===== config.mk =====
export PLATFORM = sky130hd
export DESIGN_NAME = cmd_capture_fifo
export DESIGN_NICKNAME = d
export VERILOG_FILES = /design/src/rtl/cmd_capture_fifo.sv
export SDC_FILE = /design/constraint.sdc
export NUM_CORES = 1
export LEC_CHECK = 0
export CORE_AREA = 2 2 136 138
export DETAILED_ROUTE_END_ITERATION = 16
export DIE_AREA = 0 0 138 140
export DONT_BUFFER_PORTS = 1
export PLACE_DENSITY = 0.6
export SYNTH_ARGS = -nofsm -noshare
export SYNTH_HDL_FRONTEND = slang
export SYNTH_SLANG_ARGS = --single-unit
export TNS_END_PERCENT = 10

===== constraint.sdc =====
create_clock -name iClock -period 3.4 [get_ports iClock]
set_clock_uncertainty 0.2 [all_clocks]
set_input_delay 0.68 -clock iClock [delete_from_list [all_inputs] [get_ports iClock]]
set_output_delay 0.68 -clock iClock [all_outputs]
set_load 0.02 [all_outputs]

===== src/rtl/cmd_capture_fifo.sv =====
// Capture stage for the cmd FSM count output: once armed by the FSM's reset-seen flag,
// every change of the count is queued into a small show-ahead FIFO; overflow is dropped and counted.
module cmd_capture_fifo #(
  parameter int DATA_WIDTH = 32,
  parameter int DEPTH      = 4,
  parameter int ADDR_WIDTH = 2,
  parameter int DROP_WIDTH = 8
) (
  input  logic                  iClock,
  input  logic                  Reset,
  input  logic [DATA_WIDTH-1:0] iValue,
  input  logic                  iArm,
  input  logic                  iPop,
  output logic [DATA_WIDTH-1:0] oData,
  output logic                  oValid,
  output logic                  oFull,
  output logic [ADDR_WIDTH:0]   oLevel,
  output logic [DROP_WIDTH-1:0] oDrops,
  output logic                  oArmed
);

  localparam logic [ADDR_WIDTH:0]   FULL_LEVEL = (ADDR_WIDTH+1)'(DEPTH);
  localparam logic [ADDR_WIDTH:0]   LEVEL_ONE  = (ADDR_WIDTH+1)'(1);
  localparam logic [ADDR_WIDTH-1:0] PTR_ONE    = ADDR_WIDTH'(1);
  localparam logic [DROP_WIDTH-1:0] DROP_ONE   = DROP_WIDTH'(1);

  logic [DATA_WIDTH-1:0] mem [DEPTH];
  logic [ADDR_WIDTH-1:0] wr_ptr_reg, rd_ptr_reg;
  logic [ADDR_WIDTH:0]   level_reg;
  logic [DROP_WIDTH-1:0] drops_reg;
  logic                  armed_reg, primed_reg;
  logic [DATA_WIDTH-1:0] last_reg;

  logic empty, full, evt, push, pop, write_en, drop;

  assign empty    = (level_reg == '0);
  assign full     = (level_reg == FULL_LEVEL);
  assign evt      = armed_reg & primed_reg & (iValue != last_reg);
  assign push     = evt;
  assign pop      = iPop & ~empty;
  // A pop on the same edge frees the slot, so a push into a full FIFO still lands.
  assign write_en = push & (~full | pop);
  assign drop     = push & full & ~pop;

  always_ff @(posedge iClock) begin
    if (Reset) begin
      wr_ptr_reg <= '0;
      rd_ptr_reg <= '0;
      level_reg  <= '0;
      drops_reg  <= '0;
      armed_reg  <= 1'b0;
      primed_reg <= 1'b0;
      last_reg   <= '0;
    end else begin
      primed_reg <= 1'b1;
      last_reg   <= iValue;
      if (iArm) begin
        armed_reg <= 1'b1;
      end
      if (write_en) begin
        wr_ptr_reg <= wr_ptr_reg + PTR_ONE;
      end
      if (pop) begin
        rd_ptr_reg <= rd_ptr_reg + PTR_ONE;
      end
      if (write_en && !pop) begin
        level_reg <= level_reg + LEVEL_ONE;
      end else if (pop && !write_en) begin
        level_reg <= level_reg - LEVEL_ONE;
      end
      if (drop && (drops_reg != '1)) begin
        drops_reg <= drops_reg + DROP_ONE;
      end
    end
  end

  // Storage is deliberately left uncleared on reset; the output gate hides stale contents.
  always_ff @(posedge iClock) begin
    if (!Reset && write_en) begin
      mem[wr_ptr_reg] <= iValue;
    end
  end

  assign oData  = empty ? '0 : mem[rd_ptr_reg];
  assign oValid = ~empty;
  assign oFull  = full;
  assign oLevel = level_reg;
  assign oDrops = drops_reg;
  assign oArmed = armed_reg;

endmodule


* Yosys cells after proc, flatten, opt, wreduce, memory -nomap -nowiden
Memories as Yosys holds them, arrays and structs flattened. A register that Yosys moved wholly into a read port is not among the register bits. Index checks and enable logic that the tools add are counted.
Word-level totals: bits in registers 49, bits in writable memories 128, output and inout port bits 46, word-level logic and storage cells 43, memories 1
Operators by class: $add $sub $neg 5, equal/unequal tests 3, muxes and demuxes 8, bitwise gates (word level) 10, reduce and logical (&&, ||, !) cells 9
Memory list:
- mem | depth 4, width 32, read ports 1, clocked after memory_dff 1, write ports 1, line 27 | logic [DATA_WIDTH-1:0] mem [DEPTH];
Operator list (count):
- $mux 32 | 1
- $ne 32x32->1 | 1
- $add 8x1->8 const B | 1
- $ne 8x8->1 const B | 1
- $and 1x1->1 | 6
- $mux 3 | 2
- $add 2x1->2 const B | 2
- $logic_and 1x1->1 | 4
- $mux 2 | 2
- $add 3x1->3 const B | 1
- $eq 3x3->1 const B | 1
- $logic_not 1->1 | 3
- $logic_not 3->1 | 1
- $mux 1 | 3
- $not 1->1 | 3
- $sub 3x1->3 const B | 1
- $reduce_bool 2->1 | 1
- $or 1x1->1 | 1

* Logic depth before layout (Yosys ltp)
Gate-level depths: netlist of run 1.
depth after elaboration 9, mapped depth 10

* Worst setup path after synthesis of run 1
Ideal clock, no wire load.
kind input-to-reg, start point input iValue[29], end point register level_reg[2] (netlist: oLevel[2]), library setup time 71 ps, arrival 2606 ps, required time 3129 ps, slack 523 ps, stages on the path 10, path buffers 0, cell sequence xnor2_1 > nand4_1 > nor4_4 > a21oi_1 > ha_1 > inv_1 > fa_1 > xor2_1 > or3_1 > a21oi_1
Between the ends: longest elaborated chain between the ends 6
Ends and longest elaborated chain:
- from (decl) | line 11 | input logic [DATA_WIDTH-1:0] iValue,
- $ne 32x32->1 (*) | line 38 | assign evt = armed_reg & primed_reg & (iValue != last_reg);
- $and 1x1->1 (*) | line 38
- $and 1x1->1 (*) | line 42 | assign write_en = push & (~full | pop);
- $logic_not 1->1 | line 68 | end else if (pop && !write_en) begin
- $logic_and 1x1->1 | line 68
- $reduce_bool 2->1 (no line)
- to (signal assigned) | line 67 | level_reg <= level_reg + LEVEL_ONE;
- to (signal assigned) | line 69 | level_reg <= level_reg - LEVEL_ONE;
- to (decl) | line 29 | logic [ADDR_WIDTH:0] level_reg;
Mark *: on every way between the ends. The rest lies on a longest branch, timed or not. A chain may end at the register's enable or synchronous reset.

* Worst setup path after layout of run 1
start point register level_reg[2] (netlist: oLevel[2]), end point register level_reg[2] (netlist: oLevel[2])
Between the ends: longest elaborated chain between the ends 8
Ends and longest elaborated chain:
- $logic_not 3->1 | line 36 | assign empty = (level_reg == '0);
- $not 1->1 | line 40 | assign pop = iPop & ~empty;
- $and 1x1->1 | line 40
- $or 1x1->1 | line 42
- $and 1x1->1 | line 42
- $logic_not 1->1 | line 68
- $logic_and 1x1->1 | line 68
- $reduce_bool 2->1 (no line)
Parallel ways exist; a longest one is shown, timed or not. The select of a mux whose other input is x is not followed.

==> results.yml, run 1 <==
cells_and_area:
  final_cell_mix: "128 x edfxtp_1, 50 x dfxtp_1, 39 x nor2b_1"
  final_common_cell: "edfxtp_1"
  seqCellArea_um2: 4866
  largest_reg_flops: 128
  nNetsFinal: 481
  drive_gt1_frac: 0.1951
  nFillCells: 1569
  syn_to_final_growth_pct: 13.37
  multi_input_area_um2: 2082
  diodes: 0
clocking:
  htree_levels: 4
  cts.sinks: 179
  cts_hold_buf: 0
  max-clock-path-buffers: 2
  cts_resized: 0
  clk_pin_slew_ps: 70
  cts-root-buf: "clkbuf_16"
  cts_tree: "yes"
  clock_latency_ps: 420
  cts_buffers: 17
  post-cts-setup-buffers: 0
sta:
  rsz0062_at_grt: "no"
  slew_viol_final: 0
  fin_tns_setup_ps: 0
  min_period_ps: 2907
  worstMarginPinSlew_ps: 662.2
  slew_headroom: 0.5576
  max_freq_mhz: 344.0
  hold_viol: 0
  setup_viol: 0
  post-route-period-util: 0.8551
  worst_slack_ps: 492.8
power:
  switchingPower_mw: 1.599
  seqPwrFrac: 0.440
  leakage_nw: 2.650
  clock_power_share: 0.337
  sw_frac_of_total: 0.2849
  comb_power_share: 0.223
  intPower_mw: 4.014
  powerDensity_nw_per_um2: 704.3
  ir_drop_mv: 0.3905
drt:
  drc: 0
  drt_wl_total_um: 13180
  viasPerCell: 5.060
  dr.pass1.iters: 4
  antenna_left: 0
  vias: 3441
  drtIter0Drc: 147
  routedWlPerCell_um: 19.38
synth:
  synth-main-ff-cell: "edfxtp_1"
  syn-mean-instance-area_um2: 16.74
  syn_inst: 420
  synthArstFlopShare: 0
  synth_fp_nets: 463
  synth_cell_type_count: 32
  synth_area_um2: 7029
  yosys_register_bits: 179
  synth-edff-count: 128
  ys_seq_area_frac: 0.6921
  yosys_warnings: 0
critical_path:
  crit_type: "register to register"
  slowest_stage: "a21oi_1"
  cp-start-kind: "register"
  path_cells: "or4b_4 -> nand3_1 -> a21oi_1 -> ha_1 -> inv_1 -> fa_1 -> xor2_1 -> or3_1 -> a21oi_1"
  max_stage_delay_ps: 470
  crit_required_ps: 3550
  cp.arrival_ps: 3060
  cpMostUsedCell: "a21oi_1"
  end_kind: "register"
  worst-path-max-fanout: 7
die:
  design.die.area_um2: 19320
  rows: 49
  start_util: 0.3954
  die_h_um: 140
  core_area_um2: 17780
  pin_count: 82
  die_w_um: 138
min_path:
  hp-class: "primary input to register"
placed_design:
  dpl.hpwl_um: 8519
  pre_cts_ws_ps: 168.6
  portBuffers: 0
  globalplace.congestion: 0.7221
run:
  drv_cap: 0
global_routing:
  grt_overflow: 0
  grt_usage: 0.1460
  antenna_found_initial: 0
  grt_pass1_vias: 3728
  grt_max_degree: 57
  grt_pass1_wl_um: 21160
run_status:
  outcome: "finished, final reports clean"
metrics by stage:
stage                     utilization  hold slack (ps)  power, mW  instances  area (µm²)
after global routing           0.4482            101.5      5.872        680        7969
final                          0.4482            116.4      5.612        680        7969
after global placement         0.4159            278.4      3.803        648        7395
after floorplan                     -            267.7      3.552        420        7029
after detailed placement       0.4159            292.5      3.814        648        7395
after CTS                      0.4482            102.1      5.701        680        7969
kinds of logic (layout without fill, tap and decap cells):
kind of cell               after synthesis  in the layout  share of synthesized area
DFF                                    179            179                     0.6921
adders and majority gates                7              7                    0.01353
xor gates and xnor gates                36             36                    0.04486
muxes                                   43             43                     0.1196
and+or+nand+nor                        123            123                     0.1064
AOI/OAI and AO/OA                       11             11                    0.01175
buffers and inverters                   21             52                    0.01175
metal layers:
metal	vias to the layer above	global-route usage	wire [µm]
met1	1751	0.1739	5643
li1	1597	-	-
met4	0	0.05317	215
met2	75	0.2457	6519
met5	-	0	0
met3	18	0.05197	796
worst max-delay path, delay by kind of cell, from the launching register on:
kind | cells | cell delay (ps)
AO/OA/AOI/OAI | 2 | 620
adder cells (fa/ha/maj) | 2 | 670
XOR/XNOR | 1 | 170
buffers and inverters | 1 | 70
flip-flops | 1 | 420
AND/OR/NAND/NOR | 3 | 690
final timing paths:
path / startpoint / slack [ps] / endpoint / cells past startpoint
worst max-delay path: oLevel[2] / 490 / oLevel[2] / 9
worst min register to register: wr_ptr_reg[1] / 300 / wr_ptr_reg[1] / 2
worst min-delay path: Reset / 120 / last_reg[1] / 1
worst max register to register: oLevel[2] / 490 / oLevel[2] / 9
final cells by class:
class	instances	area share
clock buffer	18	0.05511
sequential	179	0.6106
multi-input combinational	220	0.2613
tap	229	0.03596
timing repair buffer	16	0.01821
clock inverter	14	0.01696
inverter	4	0.001884
synthesized netlist by cell type (2+ instances only):
| master | count | share of area |
|---|---|---|
| a21oi_1 | 8 | 0.0057 |
| and2_1 | 32 | 0.028 |
| and3_1 | 7 | 0.0062 |
| buf_1 | 2 | 0.0011 |
| buf_2 | 3 | 0.0021 |
| clkbuf_1 | 12 | 0.0064 |
| dfxtp_1 | 51 | 0.15 |
| edfxtp_1 | 128 | 0.55 |
| ha_1 | 6 | 0.011 |
| inv_1 | 3 | 0.0016 |
| mux2_1 | 5 | 0.0080 |
| mux2_2 | 3 | 0.0048 |
| mux2i_1 | 3 | 0.0043 |
| mux4_2 | 32 | 0.10 |
| nand2_1 | 8 | 0.0043 |
| nand3_1 | 3 | 0.0021 |
| nand4_1 | 11 | 0.0098 |
| nor2_1 | 16 | 0.0085 |
| nor2b_1 | 39 | 0.035 |
| nor4_4 | 2 | 0.0061 |
| xnor2_1 | 32 | 0.040 |
| xor2_1 | 4 | 0.0050 |
power by group through the flow:
stage / clock [mW] / sequential [mW] / combinational (mW)
floorplan: 0 / 2.51 / 1.04
global placement: 0 / 2.52 / 1.29
detailed placement: 0 / 2.52 / 1.29
CTS: 1.93 / 2.47 / 1.30
global route: 2.02 / 2.48 / 1.37
finish: 1.89 / 2.47 / 1.25
Power figures use the tool's default switching activity.
==> run 2: changes to the inputs <==
Settings changed: CORE_AREA 2 2 136 138 to 2 2 115 117, DIE_AREA 0 0 138 140 to 0 0 117 119, PLACE_DENSITY 0.6 to 0.77.
==> results.yml, run 2 (same netlist as run 1, synthesis figures left out) <==
placed_design:
  dpl.hpwl_um: 8033
  pre_cts_ws_ps: 254.6
  portBuffers: 0
  globalplace.congestion: 0.7699
power:
  ir_drop_mv: 0.3738
  clock_power_share: 0.354
  intPower_mw: 4.178
  sw_frac_of_total: 0.2676
  switchingPower_mw: 1.527
  leakage_nw: 2.649
  seqPwrFrac: 0.434
  comb_power_share: 0.211
  powerDensity_nw_per_um2: 718.0
critical_path:
  crit_type: "register to register"
  path_cells: "or4b_4 -> nand3_1 -> a21oi_1 -> ha_1 -> inv_1 -> fa_1 -> xor2_1 -> or3_1 -> a21oi_1"
  slowest_stage: "dfxtp_1"
  max_stage_delay_ps: 570
  worst-path-max-fanout: 7
  critPathBufInv: 1
  reg2reg_to: "oLevel[2]"
  crit_required_ps: 3550
  timing.rr.start: "oLevel[1]"
  end_kind: "register"
  cpMostUsedCell: "a21oi_1"
  path_delay_family: "adder cells"
  cp-start-kind: "register"
  cp.arrival_ps: 3080
  r2r_cells: 9
  rrSetupSlack_ps: 470
global_routing:
  grt_usage: 0.1953
  grt_pass1_vias: 3629
  antenna_found_initial: 0
  grt_overflow: 0
  grt_pass1_wl_um: 19600
  grt_max_degree: 57
sta:
  max_freq_mhz: 341.3
  worst_slack_ps: 469.6
  worstMarginPinSlew_ps: 697.2
  hold_viol: 0
  slew_viol_final: 0
  post-route-period-util: 0.8619
  slew_headroom: 0.5342
  fin_tns_setup_ps: 0
  rsz0062_at_grt: "no"
  min_period_ps: 2930
  setup_viol: 0
clocking:
  post-cts-setup-buffers: 0
  cts_resized: 0
  clk_pin_slew_ps: 60
  max-clock-path-buffers: 2
  htree_levels: 4
  clock_latency_ps: 420
  cts_buffers: 17
  cts_tree: "yes"
  cts-root-buf: "clkbuf_16"
  cts.sinks: 179
  cts_hold_buf: 0
min_path:
  hold_end: "last_reg[5]"
  min_delay_path_depth: 1
  hp-class: "primary input to register"
  hold_start: "Reset"
die:
  design.die.area_um2: 13920
  core_area_um2: 12870
  pin_count: 82
  rows: 42
  die_h_um: 119
  die_w_um: 117
  start_util: 0.5460
run_status:
  outcome: "finished, final reports clean"
cells_and_area:
  largest_reg_flops: 128
  diodes: 0
  nNetsFinal: 477
  final_cell_mix: "128 x edfxtp_1, 50 x dfxtp_1, 39 x nor2b_1"
  drive_gt1_frac: 0.1767
  syn_to_final_growth_pct: 13.03
  final_common_cell: "edfxtp_1"
drt:
  dr.pass1.iters: 4
  routedWlPerCell_um: 19.92
  viasPerCell: 5.530
  drc: 0
  antenna_left: 0
  drtIter0Drc: 254
  drt_wl_total_um: 12410
  vias: 3445
run:
  drv_cap: 0
==> run 2: layer usage <==
metal | part of all wire | global-route usage | up-vias | routed length, µm
li1 | - | - | 1584 | -
met1 | 0.42 | 0.2385 | 1762 | 5212
met2 | 0.51 | 0.3244 | 83 | 6371
met3 | 0.050 | 0.06310 | 16 | 624
met4 | 0.016 | 0.07059 | 0 | 200
met5 | 0 | 0 | - | 0
==> run 2: layout make-up <==
class | instances | area, µm²
clock buffer | 29 | 531.8
clock inverter | 3 | 90.09
fill | 926 | 4930
inverter | 4 | 15.01
multi-input combinational | 220 | 2082
sequential | 179 | 4866
tap | 176 | 220.2
timing repair buffer | 12 | 140.1
==> run 2: power by group through the flow <==
| stage | clock network (mW) | logic (mW) | registers, mW |
|---|---|---|---|
| after floorplan | 0 | 1.04 | 2.51 |
| after global placement | 0 | 1.22 | 2.52 |
| after detailed placement | 0 | 1.23 | 2.52 |
| after CTS | 2.05 | 1.24 | 2.48 |
| after global routing | 2.16 | 1.31 | 2.48 |
| final | 2.02 | 1.21 | 2.48 |
==> run 2: how the worst max path moves through the flow <==
stage | start | endpoint | slack, ps | cells past startpoint
after floorplan | iValue[29] | oLevel[2] | 520 | 10
after global placement | iValue[29] | oLevel[2] | 310 | 10
after detailed placement | iValue[29] | oLevel[2] | 250 | 10
after CTS | oLevel[1] | oLevel[2] | 450 | 9
after global routing | oLevel[1] | oLevel[2] | 190 | 9
final | oLevel[1] | oLevel[2] | 470 | 9
==> run 2: per-stage QoR <==
stage	power, mW	cell area (µm²)	utilization	cells	hold slack (ps)
after floorplan	3.552	7029	-	420	267.7
after global placement	3.743	7323	0.5688	591	283.9
after detailed placement	3.755	7323	0.5688	591	312.5
after CTS	5.769	7945	0.6171	623	105.6
after global routing	5.953	7945	0.6171	623	100.1
final	5.705	7945	0.6171	623	121.5
==> run 3: changes to the inputs <==
Settings changed: HOLD_SLACK_MARGIN set to 0.1.
==> results of run 3 <==
Final layout, timing and power as in run 2 (identical DEF).
